## config.mk

```make
export PLATFORM = sky130hd
export DESIGN_NAME = cern_be_arbiter
export DESIGN_NICKNAME = d
export VERILOG_FILES = /design/src/rtl/cern_be_arbiter.sv
export SDC_FILE = /design/constraint.sdc
export NUM_CORES = 1
export LEC_CHECK = 0
export BUFFER_PORTS_ARGS = -buffer_cell sky130_fd_sc_hd__buf_2
export CORE_MARGIN = 5
export CORE_UTILIZATION = 49
export CTS_BUF_LIST = sky130_fd_sc_hd__clkbuf_4
export CTS_CLUSTER_DIAMETER = 60
export DETAILED_ROUTE_END_ITERATION = 10
export PLACE_DENSITY = 0.75
export SLEW_MARGIN = 20
export SYNTH_ARGS = -nofsm -noshare
export SYNTH_HDL_FRONTEND = slang
export SYNTH_SLANG_ARGS = --single-unit
```

## constraint.sdc

```tcl
create_clock -name Clk -period 2.6 [get_ports Clk]
set_clock_uncertainty 0.05 [all_clocks]
set_input_delay 0.13 -clock Clk [delete_from_list [all_inputs] [get_ports Clk]]
set_output_delay 0.13 -clock Clk [all_outputs]
set_load 0.01 [all_outputs]
```

## src/rtl/cern_be_arbiter.sv

```systemverilog
`default_nettype none
// ============================================================================
// cern_be_arbiter : shares one CERN-BE slave port between two masters,
//                   round-robin, one access in flight, with a Done watchdog.
// Rev 1.0
// ============================================================================
module cern_be_arbiter #(
    parameter int AW      = 3,
    parameter int DW      = 32,
    parameter int TIMEOUT = 255
) (
    input  logic          Clk,
    input  logic          rst_n,
    input  logic [AW:2]   m0_VMEAddr,
    input  logic [DW-1:0] m0_VMEWrData,
    input  logic          m0_VMERdMem,
    input  logic          m0_VMEWrMem,
    output logic [DW-1:0] m0_VMERdData,
    output logic          m0_VMERdDone,
    output logic          m0_VMEWrDone,
    output logic          m0_err,
    input  logic [AW:2]   m1_VMEAddr,
    input  logic [DW-1:0] m1_VMEWrData,
    input  logic          m1_VMERdMem,
    input  logic          m1_VMEWrMem,
    output logic [DW-1:0] m1_VMERdData,
    output logic          m1_VMERdDone,
    output logic          m1_VMEWrDone,
    output logic          m1_err,
    output logic [AW:2]   s_VMEAddr_o,
    output logic [DW-1:0] s_VMEWrData_o,
    output logic          s_VMERdMem_o,
    output logic          s_VMEWrMem_o,
    input  logic [DW-1:0] s_VMERdData_i,
    input  logic          s_VMERdDone_i,
    input  logic          s_VMEWrDone_i
);
    localparam logic [1:0]  S_IDLE   = 2'd0;
    localparam logic [1:0]  S_ISSUE  = 2'd1;
    localparam logic [1:0]  S_WAIT   = 2'd2;
    localparam logic [1:0]  S_RESP   = 2'd3;
    localparam logic [15:0] WD_LIMIT = TIMEOUT[15:0];

    logic [1:0]          rd_stb, wr_stb, any_stb, take, drop;
    logic [1:0][AW:2]    in_addr, req_addr;
    logic [1:0][DW-1:0]  in_wdata, req_wdata, rdata;
    logic [1:0]          req_wr, pend, rd_done, wr_done, err;
    logic [1:0]          state;
    logic                last_grant, grant, owner, cur_wr, done_ok;
    logic [15:0]         wd;

    assign rd_stb   = {m1_VMERdMem, m0_VMERdMem};
    assign wr_stb   = {m1_VMEWrMem, m0_VMEWrMem};
    assign in_addr  = {m1_VMEAddr, m0_VMEAddr};
    assign in_wdata = {m1_VMEWrData, m0_VMEWrData};

    // pend stays set through RESP, so it also covers "in service"
    assign any_stb = rd_stb | wr_stb;
    assign take    = any_stb & ~pend;
    assign drop    = (any_stb & pend) | (rd_stb & wr_stb);
    assign grant   = (&pend) ? ~last_grant : pend[1];
    assign done_ok = cur_wr ? s_VMEWrDone_i : s_VMERdDone_i;

    always_ff @(posedge Clk or negedge rst_n) begin
        if (!rst_n) begin
            state         <= S_IDLE;
            pend          <= '0;
            last_grant    <= 1'b1;
            owner         <= 1'b0;
            cur_wr        <= 1'b0;
            wd            <= '0;
            req_addr      <= '0;
            req_wdata     <= '0;
            req_wr        <= '0;
            s_VMEAddr_o   <= '0;
            s_VMEWrData_o <= '0;
            s_VMERdMem_o  <= 1'b0;
            s_VMEWrMem_o  <= 1'b0;
            rd_done       <= '0;
            wr_done       <= '0;
            err           <= '0;
            rdata         <= '0;
        end else begin
            s_VMERdMem_o <= 1'b0;
            s_VMEWrMem_o <= 1'b0;
            rd_done      <= '0;
            wr_done      <= '0;
            err          <= drop;

            for (int m = 0; m < 2; m++) begin
                if (take[m]) begin
                    pend[m]      <= 1'b1;
                    req_addr[m]  <= in_addr[m];
                    req_wdata[m] <= in_wdata[m];
                    req_wr[m]    <= ~rd_stb[m];
                end
            end

            case (state)
                S_IDLE: begin
                    if (|pend) begin
                        owner         <= grant;
                        cur_wr        <= req_wr[grant];
                        s_VMEAddr_o   <= req_addr[grant];
                        s_VMEWrData_o <= req_wdata[grant];
                        s_VMERdMem_o  <= ~req_wr[grant];
                        s_VMEWrMem_o  <= req_wr[grant];
                        wd            <= '0;
                        state         <= S_ISSUE;
                    end
                end
                // master-side pulses are registered here so they appear in RESP
                S_ISSUE, S_WAIT: begin
                    state <= S_WAIT;
                    if (done_ok) begin
                        state          <= S_RESP;
                        rd_done[owner] <= ~cur_wr;
                        wr_done[owner] <= cur_wr;
                        if (!cur_wr) rdata[owner] <= s_VMERdData_i;
                    end else if (wd == WD_LIMIT) begin
                        state          <= S_RESP;
                        rd_done[owner] <= ~cur_wr;
                        wr_done[owner] <= cur_wr;
                        err[owner]     <= 1'b1;
                        if (!cur_wr) rdata[owner] <= '0;
                    end else begin
                        wd <= wd + 16'd1;
                    end
                end
                S_RESP: begin
                    pend[owner] <= 1'b0;
                    last_grant  <= owner;
                    state       <= S_IDLE;
                end
                default: state <= S_IDLE;
            endcase
        end
    end

    assign m0_VMERdData = rdata[0];
    assign m0_VMERdDone = rd_done[0];
    assign m0_VMEWrDone = wr_done[0];
    assign m0_err       = err[0];
    assign m1_VMERdData = rdata[1];
    assign m1_VMERdDone = rd_done[1];
    assign m1_VMEWrDone = wr_done[1];
    assign m1_err       = err[1];
endmodule
`default_nettype wire

```

==> summary.md <==
| Metric | Value |
|---|---|
| Status | complete, no violations |
| Worst-margin pin slew | 0.962 ns |
| Clock transition at path regs | 0.16 ns |
| Syn nets | slightly above 700 |
| Share of cells above drive strength 1 | between 30% and 40% |
| Vias in the first global route | 6758 |
| Hold crit path type | primary input to asynchronous set/reset pin |
| Routed Antenna Nets | 0 |
| Detailed Route Iter0 Violations | 380 |
| RR Endpoint | m0_VMERdData[15] |
| Cell Area, Synth | 0.00798 mm² |
| Final core utilization | 67.1% |
| Max Fanout on Critical Path | 33 |
| PD cells | ~1100 mW/mm² |
| Worst vdd ir | ~620 µV |
| Arrival @ worst endpoint | roughly 2.9 ns |
| Syn. warnings | 0 |
| Clk_lat worst skew | approximately 0.57 ns |
| Top cells by area, synth | dfrtp_1 (62%), mux2_2 (9.7%), a22o_1 (7.1%) |
| Clock Path Buffers | 2 |
| Setup_tns | 0 ns |
| Overall Power | 12.1 mW |
| Count leader, synth | dfrtp_1 |
| Fmax achieved | ~400 MHz |
| Routability cong. | 0.792 |
| Vias per std cell | 5.39 |
| Post-synthesis sequential area ratio | 62.4% |
| Top_reg_cell synth | dfrtp_1 |
| DRC viols | 0 |
| Critical R2R Launch | wd[9] |
| Die Y | 138 µm |
| Drt total wl | roughly 22000 µm |
| Pre-antenna DRT Iters | 6 |
| CTS buffer count | 17 |
| Max H-tree Level | 4 |
| Core area | 0.0159 mm² |
| Area Growth Syn to Fin | 34.0% |
| Synth cell types | 39 |
| Setup Crit Path Kind | flip-flop to flip-flop |
| Post-cts resize count | 0 |
| Initial Utilization | 50.1% |
| Startpoint types | flip-flop |
| CTS sink cnt | 199 |
| Top cell type's share of synthesized area | between 60% and 70% |
| Post-Syn Instances | 611 |
| Final Setup Violations | 0 |
| CTS tree | built |
| Hold Fails Final Rpt | 0 |
| CTS root buffer | clkbuf_4 |
| Post-synthesis register bit count | 199 |
| Period minus WS final | ~2.5 ns |
| First-pass GRT wire length | between 30000 and 40000 µm |
| Tcrit/Tclk final | a little over nine tenths |
| Rel. slew slack | between 30% and 40% |
| Synth top cells by count | dfrtp_1 (198), mux2_2 (69), a22o_1 (65), nand2_1 (47), o21ai_0 (42) |
| Port Buf Inserts | 213 |
| Number of top-level pins | 214 |
| Cts hold-fix bufs | ~110 |
| Worst setup EP type | flip-flop |
| Via Count | around 6200 |
| Avg Cell Area, Syn | 13.1 µm² |
| Hold WS | 0.117 ns |
| Nets | approximately 1000 |
| Share of flip-flops with an asynchronous set or reset | 100% |
| WL per Instance | ~19 µm |
| Final Max Tran Viols | 0 |
| Unrepaired setup endpoints after global routing | false |
| Global Route Usage Sum | 23.3% |
| Crit path required time | 3.01 ns |
| R2R depth | 4 |
| Global route overflow | 0 |
| R2r setup slk | slightly below 0.07 ns |
| Max cap viols | 0 |
| Die area | 0.0189 mm² |
| Post-synth EDFFs | 0 |
| Chip Width | 138 µm |
| Setup bufs post-CTS | 0 |
| # rows | 46 |
| Initial antenna violation count | 2 |
| Largest area contributor in the netlist | dfrtp_1 |
| Largest net degree at the start of global routing | a little over 90 |
| Pleak | 5.20 nW |
| HPWL Detailed | 13900 µm |
[layout make-up]
type / instances / area, µm²
Inverter: 16 / 60.1
Sequential cell: 199 / 4980
Antenna cell: 2 / 5.00
Clock buffer: 17 / 128
Tap cell: 216 / 270
Clock inverter: 15 / 169
Multi-Input combinational cell: 358 / 2780
Timing Repair Buffer: 335 / 2300
Fill cell: 1135 / 5250
[power by group]
| group | leakage [nW] | switching [mW] | internal, mW | total [mW] |
|---|---|---|---|---|
| clock | 0.162 | 1.09 | 0.597 | 1.68 |
| combinational | 2.59 | 2.61 | 2.45 | 5.06 |
| sequential | 2.45 | 0.854 | 4.49 | 5.35 |
[how the worst max path moves through the flow]
stage	startpoint	endpoint	slack (ns)	cells after the start
floorplan	wd[0]	m0_VMERdData[22]	0.14	7
global placement	wd[9]	m1_VMERdData[5]	0.15	4
detailed placement	wd[9]	m0_VMERdData[19]	0.1	4
CTS	wd[9]	m0_VMERdData[15]	0.08	4
global route	wd[10]	m0_VMERdData[2]	0.01	4
finish	wd[9]	m0_VMERdData[15]	0.07	4
[cells by family (layout without fill, tap and decap cells)]
| kind of cell | Yosys count | count (layout) | share of synthesized area, % |
|---|---|---|---|
| flip-flops | 199 | 199 | 62.4 |
| AO/OA/AOI/OAI | 151 | 151 | 13.6 |
| multiplexers | 106 | 106 | 14.4 |
| AND/OR/NAND/NOR | 98 | 98 | 5.96 |
| buffers and inverters | 54 | 383 | 3.20 |
| adder cells (fa/ha/maj) | 3 | 3 | 0.470 |
| other | 0 | 2 | 0 |
[worst max-delay path: stages, from the launching register on]
cell and delay [ns]:
dfrtp_1 0.47, or4_4 0.56, or4_4 0.53, a211o_4 0.52, a22o_1 0.30
[sequential cells by signal, indices dropped and copies added, names as in the netlist]
register       count
req_wdata         64
s_VMERdMem_o       1
rd_done            2
m1_VMERdData      32
pend               2
state              2
err                2
cur_wr             1
s_VMEWrMem_o       1
last_grant         1
req_wr             2
wr_done            2
owner              1
s_VMEWrData_o     32
s_VMEAddr_o        2
req_addr           4
m0_VMERdData      32
wd                16
[cell usage in the layout, fill, tap and decap left out, types with 3 or more instances in the layout]
cell type      Yosys  routed
nor4_1             6       6
inv_1             14      14
buf_4              0      12
clkinv_2           0       3
nand4_1            6       6
dfrtp_1          198     198
ha_1               3       3
a31oi_1           18      18
buf_2              0     212
mux2_2            69      69
clkinv_4           0       4
a21oi_1            6       6
nor3_1             6       6
mux2i_1           37      37
nand2_1           47      47
inv_8              0       3
nor2_1            10       8
clkbuf_4           0      17
a22o_1            65      65
nand2b_1           6       6
o21ai_0           42      42
nand3_1            7       7
buf_12             0       3
o21ai_1            6       5
dlygate4sd3_1      0     107
[per-stage QoR]
stage / setup WS (ns) / area (µm²) / instances
2_1_floorplan: 0.144 / 7980 / 611
3_5_place_dp: 0.0971 / 9320 / 1017
3_3_place_gp: 0.150 / 9320 / 1017
5_1_grt: 0.0129 / 10700 / 1158
4_1_cts: 0.0754 / 10700 / 1156
6_report: 0.0675 / 10700 / 1158
[per-layer routing]
layer	track usage, %	up-vias	routed length (µm)
met5	0	-	0
met4	9.98	0	748
met3	4.89	56	927
met2	40.3	192	11400
met1	28.1	3135	8600
li1	-	2854	-
No activity file was read; power rests on OpenSTA's default activity.
